`config.mk`:
```
export PLATFORM = sky130hd
export DESIGN_NAME = imem_loader_flat
export DESIGN_NICKNAME = d
export VERILOG_FILES = /design/src/rtl/imem_loader_if.sv /design/src/rtl/imem_loader.sv /design/src/flat_wrapper.sv
export SDC_FILE = /design/constraint.sdc
export NUM_CORES = 1
export LEC_CHECK = 0
export CAP_MARGIN = 20
export CORE_UTILIZATION = 45
export CTS_CLUSTER_SIZE = 20
export DETAILED_ROUTE_END_ITERATION = 12
export MAX_ROUTING_LAYER = met4
export PLACE_DENSITY = 0.69
export RECOVER_POWER = 100
export SLEW_MARGIN = 20
export SYNTH_ARGS = -nofsm -noshare
export SYNTH_HDL_FRONTEND = slang
export SYNTH_SLANG_ARGS = --single-unit
export TNS_END_PERCENT = 50
```
`constraint.sdc`:
```
create_clock -name clk -period 4.86 [get_ports clk]
set_input_delay 0.486 -clock clk [delete_from_list [all_inputs] [get_ports clk]]
set_output_delay 0.486 -clock clk [all_outputs]
set_load 0.01 [all_outputs]
```
`src/rtl/imem_loader_if.sv`:
```
// Byte-stream input and instruction-memory write port of the boot loader.
// The master modport is the loader; the slave modport is the host link plus memory.
interface imem_loader_if;
    logic [7:0]  rx_data;
    logic        rx_valid;
    logic        rx_ready;
    logic        we;
    logic [31:0] wa;
    logic [31:0] wd;

    modport master (
        input  rx_data,
        input  rx_valid,
        output rx_ready,
        output we,
        output wa,
        output wd
    );

    modport slave (
        output rx_data,
        output rx_valid,
        input  rx_ready,
        input  we,
        input  wa,
        input  wd
    );
endinterface

```
`src/rtl/imem_loader.sv`:
```
// Boot-time instruction memory loader: receives a length/data/checksum byte frame,
// writes assembled 32-bit words to memory and releases the CPU once the image is good.
module imem_loader #(
    parameter int          DEPTH      = 256,
    parameter logic [31:0] BASE_ADDR  = 32'h0000_0000,
    parameter bit          BIG_ENDIAN = 1'b1
) (
    input  logic                   clk,
    input  logic                   reset,
    input  logic                   start,
    imem_loader_if.master          bus,
    output logic                   cpu_reset,
    output logic                   done,
    output logic                   error,
    output logic [$clog2(DEPTH):0] words_loaded
);

    localparam int WLW = $clog2(DEPTH) + 1;

    localparam logic [2:0] IDLE  = 3'd0;
    localparam logic [2:0] LEN   = 3'd1;
    localparam logic [2:0] DATA  = 3'd2;
    localparam logic [2:0] CSUM  = 3'd3;
    localparam logic [2:0] DONE  = 3'd4;
    localparam logic [2:0] ERROR = 3'd5;

    logic [2:0]  state;
    logic [2:0]  next_state;
    logic [1:0]  byte_cnt;
    logic [31:0] len;
    logic [7:0]  csum;
    logic [31:0] word_asm;

    logic        accept;
    logic        last_byte;
    logic        last_word;
    logic [31:0] len_next;
    logic [31:0] word_next;
    logic [31:0] addr_calc;

    assign accept    = bus.rx_valid && bus.rx_ready;
    assign last_byte = (byte_cnt == 2'd3);
    assign len_next  = {len[23:0], bus.rx_data};
    assign word_next = BIG_ENDIAN ? {word_asm[23:0], bus.rx_data}
                                  : {bus.rx_data, word_asm[31:8]};
    assign last_word = ((32'(words_loaded) + 32'd1) == len);
    assign addr_calc = BASE_ADDR + (32'(words_loaded) << 2);

    // Frame sequencing; start is only honoured in the resting states.
    always_comb begin
        next_state = state;
        case (state)
            IDLE, DONE, ERROR: begin
                if (start) next_state = LEN;
            end
            LEN: begin
                if (accept && last_byte) begin
                    if (len_next > 32'(DEPTH))  next_state = ERROR;
                    else if (len_next == 32'd0) next_state = CSUM;
                    else                        next_state = DATA;
                end
            end
            DATA: begin
                if (accept && last_byte && last_word) next_state = CSUM;
            end
            CSUM: begin
                if (accept) next_state = (bus.rx_data == csum) ? DONE : ERROR;
            end
            default: next_state = IDLE;
        endcase
    end

    // rx_ready is registered from the next state so it is glitch-free and
    // stays high through the write cycle, allowing back-to-back bytes.
    always_ff @(posedge clk or posedge reset) begin
        if (reset) begin
            state        <= IDLE;
            bus.rx_ready <= 1'b0;
            bus.we       <= 1'b0;
            bus.wa       <= BASE_ADDR;
            bus.wd       <= 32'd0;
            cpu_reset    <= 1'b1;
            done         <= 1'b0;
            error        <= 1'b0;
            words_loaded <= '0;
            byte_cnt     <= 2'd0;
            len          <= 32'd0;
            csum         <= 8'd0;
            word_asm     <= 32'd0;
        end else begin
            state        <= next_state;
            bus.rx_ready <= (next_state == LEN) || (next_state == DATA) ||
                            (next_state == CSUM);
            bus.we       <= 1'b0;
            case (state)
                IDLE, DONE, ERROR: begin
                    if (start) begin
                        byte_cnt     <= 2'd0;
                        len          <= 32'd0;
                        csum         <= 8'd0;
                        word_asm     <= 32'd0;
                        words_loaded <= '0;
                        done         <= 1'b0;
                        error        <= 1'b0;
                        cpu_reset    <= 1'b1;
                    end
                end
                LEN: begin
                    if (accept) begin
                        byte_cnt <= byte_cnt + 2'd1;
                        len      <= len_next;
                        csum     <= csum ^ bus.rx_data;
                        if (last_byte && (len_next > 32'(DEPTH))) error <= 1'b1;
                    end
                end
                DATA: begin
                    if (accept) begin
                        byte_cnt <= byte_cnt + 2'd1;
                        csum     <= csum ^ bus.rx_data;
                        word_asm <= word_next;
                        // wa uses the count before this word is added.
                        if (last_byte) begin
                            bus.we       <= 1'b1;
                            bus.wd       <= word_next;
                            bus.wa       <= {1'b0, addr_calc[30:0]};
                            words_loaded <= words_loaded + WLW'(1);
                        end
                    end
                end
                CSUM: begin
                    if (accept) begin
                        if (bus.rx_data == csum) begin
                            done      <= 1'b1;
                            cpu_reset <= 1'b0;
                        end else begin
                            error     <= 1'b1;
                        end
                    end
                end
                default: ;
            endcase
        end
    end

endmodule

```
`src/flat_wrapper.sv`:
```
// flat-port wrapper written by rule: the top's interface ports become plain ports
module imem_loader_flat 
#(
    parameter int          DEPTH      = 256,
    parameter logic [31:0] BASE_ADDR  = 32'h0000_0000,
    parameter bit          BIG_ENDIAN = 1'b1
)
  (clk, reset, start, cpu_reset, done, error, words_loaded, bus_rx_data, bus_rx_valid, bus_rx_ready, bus_we, bus_wa, bus_wd);
  imem_loader_if bus_i ();
  input  logic clk;
  input  logic reset;
  input  logic start;
  output logic cpu_reset;
  output logic done;
  output logic error;
  output logic [$clog2(DEPTH):0] words_loaded;
  input wire logic [$bits(bus_i.rx_data)-1:0] bus_rx_data;
  input wire logic [$bits(bus_i.rx_valid)-1:0] bus_rx_valid;
  output wire logic [$bits(bus_i.rx_ready)-1:0] bus_rx_ready;
  output wire logic [$bits(bus_i.we)-1:0] bus_we;
  output wire logic [$bits(bus_i.wa)-1:0] bus_wa;
  output wire logic [$bits(bus_i.wd)-1:0] bus_wd;
  assign bus_i.rx_data = bus_rx_data;
  assign bus_i.rx_valid = bus_rx_valid;
  assign bus_rx_ready = bus_i.rx_ready;
  assign bus_we = bus_i.we;
  assign bus_wa = bus_i.wa;
  assign bus_wd = bus_i.wd;
  imem_loader #(.DEPTH(DEPTH), .BASE_ADDR(BASE_ADDR), .BIG_ENDIAN(BIG_ENDIAN)) u_core (.clk(clk), .reset(reset), .start(start), .bus(bus_i), .cpu_reset(cpu_reset), .done(done), .error(error), .words_loaded(words_loaded));
endmodule
```
==> qor.txt, run 1 <==
Status - finished with violations
Violated checks - max-capacitance violations, max-slew violations
# Max-Cap Violations - 1
Worst path cell trace - nor3b_1 > clkbuf_1 > nand3_2 > inv_1 > buf_4 > and2_0 > o21ai_0 > o31ai_1
Die width - 114.5 um
CP Capture Type - register
Slew Limit Fails - 49
Most frequent cells in the layout - nand2_1, dfrtp_1, dlygate4sd3_1, o21ai_0, a22o_1
Top_reg_cell synth - dfrtp_1
Resized cells post-CTS - 0
Placed Area - 0.006391 mm2
Hold Slack - 468.5 ps
FMAX - 289.7 MHz
Worst path required time - 5190 ps
Clock Root Buffer - clkbuf_16
WL met1 - 5985 um
Worst clock skew - 7.061 ps
Setup TNS - 0 ps
First-pass GRT wire length - 21830 um
Number of synthesized flops with an enable pin - 0
Footprint of the multi-input gates - 0.002312 mm2
Register area - 0.003104 mm2
Final Cell Area - 0.006945 mm2
Met2 Routed Length - 6039 um
Period utilization - 71.02%
R2R Setup Slk - 1410 ps
Post-DP HPWL - 8543 um
Clock Tree Buf Depth - 2
Most common cell after layout, fill and taps aside - nand2_1
Vias in the first global route - 4286
Worst reg2reg path depth - 8
Post-CTS setup buffer count - 0
Leakage - 3.386 nW
Synthesized flop and latch total - 124
Minimum clock period after layout - 3452 ps
RSZ-0062 raised after global routing - false
Antenna cells - 0
Row count - 40
# DRC - 0
Clk pin slew, worst setup/hold paths - 50 ps
Initial core utilization - 46.84%
Antenna violations before repair - 0
First-pass detailed-route iteration total - 5
TritonCTS clock tree - built
Remaining Overflow, GRT - 0
Crit path DAT - 3780 ps
Clock latency on the worst-skew pair - 420 ps
Die ar. - 0.01311 mm2
I/O Pins - 90
Tot GR Track Use - 22.28%
Least-Margin Pin Slew - 1652 ps
Setup CP Type - reg2reg
Tot Pwr - 3.371 mW
Synth cell types - 50
Fillcell total - 1063
Worst Path Max Fanout - 29
Via count - 4573
Setup WS pre-CTS - 2150 ps
Syn_area_per_cell - 9.447 um2
Largest net degree at the start of global routing - 54
DR WL/cell - 15.50 um
H-tree level count - 4
Final Hold Fails - 0
Synthesized area - 0.005697 mm2
Routability cong. - 0.8376
CP Launch Type - register
Final-report setup violation count - 0
# hold bufs at CTS - 0
Cell count of the worst hold path - 2
Final Net Count - 674
Hold Crit Class - reg2reg
WL met3 - 763 um
Worst vdd rail ir drop - 210.6 uV
Die Height - 114.5 um
P per Cell Area - 485.4 mW/mm2
Port buffer count - 66
Top Layer Used - met4
Core area - 0.01216 mm2
Cell count after synthesis - 603
Register area share after synthesis - 54.49%
Setup WS post-layout - 1408 ps
Area Overhead vs Synth - 21.92%
Share of post-route cells with drive strength above 1 - 6.845%
Relative slew margins - -10.11%
CTS buffer count - 17
Detailed Route WL - 13020 um
DR vias/cell - 5.444
ANT nets after route - 0
Synth async-reset ratio - 100.0%
DR iter-0 viols - 267
Yosys warnings - 0
Crit-path slowest cell - clkbuf_1
Max incr delay on CP - 1020 ps
CTS Sinks - 124
-- synthesized netlist by cell type, types with 2 or more instances --
master / count / share of area (%)
nand2_1: 190 / 13
dfrtp_1: 123 / 54
o21ai_0: 46 / 4.0
a22o_1: 34 / 5.2
buf_4: 27 / 3.6
clkbuf_1: 20 / 1.3
nor2_1: 14 / 0.92
nand2b_1: 13 / 1.4
xor2_1: 12 / 1.8
nand3_1: 11 / 0.97
o22ai_1: 10 / 1.1
a21oi_1: 9 / 0.79
buf_2: 9 / 0.79
nor4_1: 9 / 0.99
inv_1: 6 / 0.40
nand4_1: 6 / 0.66
xnor2_1: 6 / 0.92
nor2b_1: 5 / 0.55
nor3_1: 5 / 0.44
and2_1: 4 / 0.44
nor3b_1: 4 / 0.53
a21o_1: 3 / 0.40
a31oi_1: 3 / 0.33
o31ai_1: 3 / 0.40
a21oi_2: 2 / 0.31
ha_1: 2 / 0.44
nand4b_1: 2 / 0.31
nor4_2: 2 / 0.44
o21ai_1: 2 / 0.18
-- critical path, delay by kind of cell, from the launching register on --
kind            cells  cell delay, ps
buf+inv             3            1980
compound gates      2             150
flops               1             610
simple gates        3             610
-- routing by layer --
layer,up-vias,global-route usage [%]
met5,-,-
met4,0,8.398
met3,28,5.294
met2,178,32.53
met1,2247,30.20
li1,2120,-
-- stage by stage --
stage          util (%)  cells
2_1_floorplan         -    625
3_3_place_gp      52.55    809
3_5_place_dp      52.55    809
4_1_cts           57.45    840
5_1_grt           57.11    840
6_report          57.11    840
-- final timing paths --
path / start / end
min: u_core.word_asm[21] / u_core.bus.wd[29]
max in group asynchronous: reset / u_core.csum[4]
max: u_core.state[1] / u_core.words_loaded[3]
min in group asynchronous: reset / u_core.bus.wd[27]
min reg2reg: u_core.word_asm[21] / u_core.bus.wd[29]
max reg2reg: u_core.state[1] / u_core.words_loaded[3]
-- flip-flops by register name, indices dropped and copies added, names as in the netlist --
register	cells
u_core.state	3
u_core.len	32
u_core.bus.wa	9
u_core.done	1
u_core.bus.rx_ready	1
u_core.csum	8
u_core.byte_cnt	2
u_core.words_loaded	9
u_core.cpu_reset	1
u_core.bus.wd	32
u_core.error	1
u_core.word_asm	24
u_core.bus.we	1
-- cell type report --
class,instances,area share [%]
Sequential cell,124,44.69
Timing Repair Buffer,72,10.07
Clock inverter,10,1.657
Multi-Input combinational cell,439,33.29
Inverter,6,0.3423
Tap cell,168,3.026
Clock buffer,21,6.918
-- where the power goes --
group	leakage (nW)	total (mW)	switching, mW	internal [mW]
Sequential	1.68	1.40	0.190	1.21
Combinational	1.42	0.715	0.407	0.308
Clock	0.287	1.26	0.453	0.803
Total	3.39	3.37	1.05	2.32
-- logic make-up after synthesis --
kind of cell | Yosys count | share of synthesized area [%]
and+or+nand+nor | 270 | 21.06
AOI/OAI and AO/OA | 125 | 14.94
DFF | 124 | 54.49
buffers and inverters | 62 | 6.062
xor gates and xnor gates | 18 | 2.767
adders and majority gates | 2 | 0.4392
other | 1 | 0.06583
muxes | 1 | 0.1757
Power figures use the tool's default switching activity.
==> run 2: changes to the inputs <==
Clock period 4.86 ns to 3.25 ns, I/O delays scaled along.
==> run 2 against run 1 <==
  * The flow now finishes without violations
  * First-iteration DRC count grew 25%
  * Routed wire length grew 3.2%
  * Via count shrank 0.24%
  * Sequential share of layout area shrank 0.13 points
  * Critical endpoint is now u_core.csum[0]
  * Largest power group unchanged
==> qor.txt, run 2 (synthesis results as in run 1) <==
# DRC - 0 (unchanged)
Worst Path Max Fanout - 26 (was 29)
Setup WS post-layout - 701.7 ps (was 1408 ps)
Area Overhead vs Synth - 22.27% (was 21.92%)
CP Launch Type - register (unchanged)
Die Height - 114.5 um (unchanged)
Clock Tree Buf Depth - 2 (unchanged)
Antenna violations before repair - 0 (unchanged)
Vias in the first global route - 4308 (was 4286)
Clk pin slew, worst setup/hold paths - 50 ps (about the same)
Least-Margin Pin Slew - 1430 ps (was 1652 ps)
Setup CP Type - reg2reg (unchanged)
Row count - 40 (unchanged)
Most common cell after layout, fill and taps aside - nand2_1 (unchanged)
Max incr delay on CP - 610 ps (was 1020 ps)
Biggest regs - u_core.bus.wd (32), u_core.len (32), u_core.word_asm (24) (unchanged)
Final Net Count - 677 (was 674)
RSZ-0062 raised after global routing - false (unchanged)
Placed cell count - 812 (was 809)
Setup WS pre-CTS - 878.5 ps (was 2150 ps)
Leakage - 3.394 nW (was 3.386 nW)
Final Hold Fails - 0 (unchanged)
TritonCTS clock tree - built (unchanged)
Setup TNS - 0 ps (unchanged)
CTS Sinks - 124 (unchanged)
Final core utilization - 57.27% (was 57.11%)
FMAX - 392.4 MHz (was 289.7 MHz)
DR vias/cell - 5.412 (was 5.444)
Relative slew margins - 4.659% (was -10.11%)
First-pass detailed-route iteration total - 5 (unchanged)
Final-report setup violation count - 0 (unchanged)
# hold bufs at CTS - 0 (unchanged)
Worst clock skew - 10.28 ps (was 7.061 ps)
H-tree level count - 4 (unchanged)
Buf/Inv on CP - 1 (was 3)
Share of post-route cells with drive strength above 1 - 6.370% (was 6.845%)
Worst vdd rail ir drop - 360.3 uV (was 210.6 uV)
Initial core utilization - 46.84% (unchanged)
Status - finished clean (was finished with violations)
Via count - 4562 (was 4573)
Post-CTS setup buffer count - 0 (unchanged)
Hold Crit Class - reg2reg (unchanged)
Routability cong. - 0.9067 (was 0.8376)
Core area - 0.01216 mm2 (unchanged)
Die width - 114.5 um (unchanged)
Most frequent cells in the layout - nand2_1, dfrtp_1, dlygate4sd3_1, o21ai_0, a22o_1 (unchanged)
Resized cells post-CTS - 0 (unchanged)
Die ar. - 0.01311 mm2 (unchanged)
Port buffer count - 66 (unchanged)
Post-DP HPWL - 8850 um (was 8543 um)
Slew Limit Fails - 0 (was 49)
Kind of cell adding the most delay to the critical path - compound AO/OA/AOI/OAI gates (was buffers and inverters)
Crit-path slowest cell - dfrtp_1 (was clkbuf_1)
Clock Root Buffer - clkbuf_16 (unchanged)
CTS buffer count - 17 (unchanged)
Clock latency on the worst-skew pair - 420 ps (about the same)
# Max-Cap Violations - 0 (was 1)
Non-filler instance count after layout - 843 (was 840)
First-pass GRT wire length - 22430 um (was 21830 um)
P per Cell Area - 735.4 mW/mm2 (was 485.4 mW/mm2)
Crit path DAT - 2860 ps (was 3780 ps)
Worst path cell trace - nor3b_1 > clkbuf_2 > o22ai_1 > o21ai_0 (was nor3b_1 > clkbuf_1 > nand3_2 > inv_1 > buf_4 > and2_0 > o21ai_0 > o31ai_1)
DR iter-0 viols - 333 (was 267)
DR WL/cell - 15.95 um (was 15.50 um)
Tot GR Track Use - 23.09% (was 22.28%)
Remaining Overflow, GRT - 0 (unchanged)
Minimum clock period after layout - 2548 ps (was 3452 ps)
I/O Pins - 90 (unchanged)
Largest net degree at the start of global routing - 59 (was 54)
Detailed Route WL - 13440 um (was 13020 um)
Worst path required time - 3560 ps (was 5190 ps)
ANT nets after route - 0 (unchanged)
Antenna cells - 0 (unchanged)
CP Capture Type - register (unchanged)
Period utilization - 78.41% (was 71.02%)
## run 2: layer usage
layer	part of all wire (%)	global-route usage [%]	up-vias	wire (um)
li1	-	-	2135	-
met1	46	31.95	2247	6239
met2	47	33.41	156	6357
met3	4.6	4.976	24	621
met4	1.7	8.571	0	224
met5	0	-	-	0
## run 2: worst paths after layout
| kind | start | end | slack [ps] | depth (start not counted) |
|---|---|---|---|---|
| worst max-delay path | u_core.state[1] | u_core.csum[0] | 700 | 4 |
| worst min-delay path | u_core.bus.wd[16] | u_core.bus.wd[16] | 470 | 2 |
| worst max register to register | u_core.state[1] | u_core.csum[0] | 700 | 4 |
| worst min register to register | u_core.bus.wd[16] | u_core.bus.wd[16] | 470 | 2 |
| max in group asynchronous | reset | u_core.word_asm[10] | 930 | 3 |
| min in group asynchronous | reset | u_core.state[1] | 490 | 2 |
## run 2: tightest hold or removal path: stages, from the launching register on
cell and delay, ps:
dfrtp_1 340, nand2_1 50, nand2_1 50
## run 2: metrics by stage
stage,power (mW),cell area (um2),hold slack (ps)
detailed placement,3.241,6427,458.7
global placement,3.190,6427,455.4
finish,5.122,6965,467.1
global route,5.381,6965,493.5
CTS,5.178,7022,277.0
floorplan,2.900,5783,430.4
## run 2: area by class of cell
cell class,count,area [um2]
Inverter,6,23.77
Tap cell,168,210.2
Clock buffer,24,481.7
Clock inverter,7,112.6
Fill cell,1066,5196
Sequential cell,124,3104
Multi-Input combinational cell,439,2325
Timing Repair Buffer,75,708.2
## run 2: power by group
group	switching (mW)	leakage [nW]	internal (mW)
clock network	0.651	0.290	1.26
logic	0.637	1.42	0.468
registers	0.300	1.68	1.81
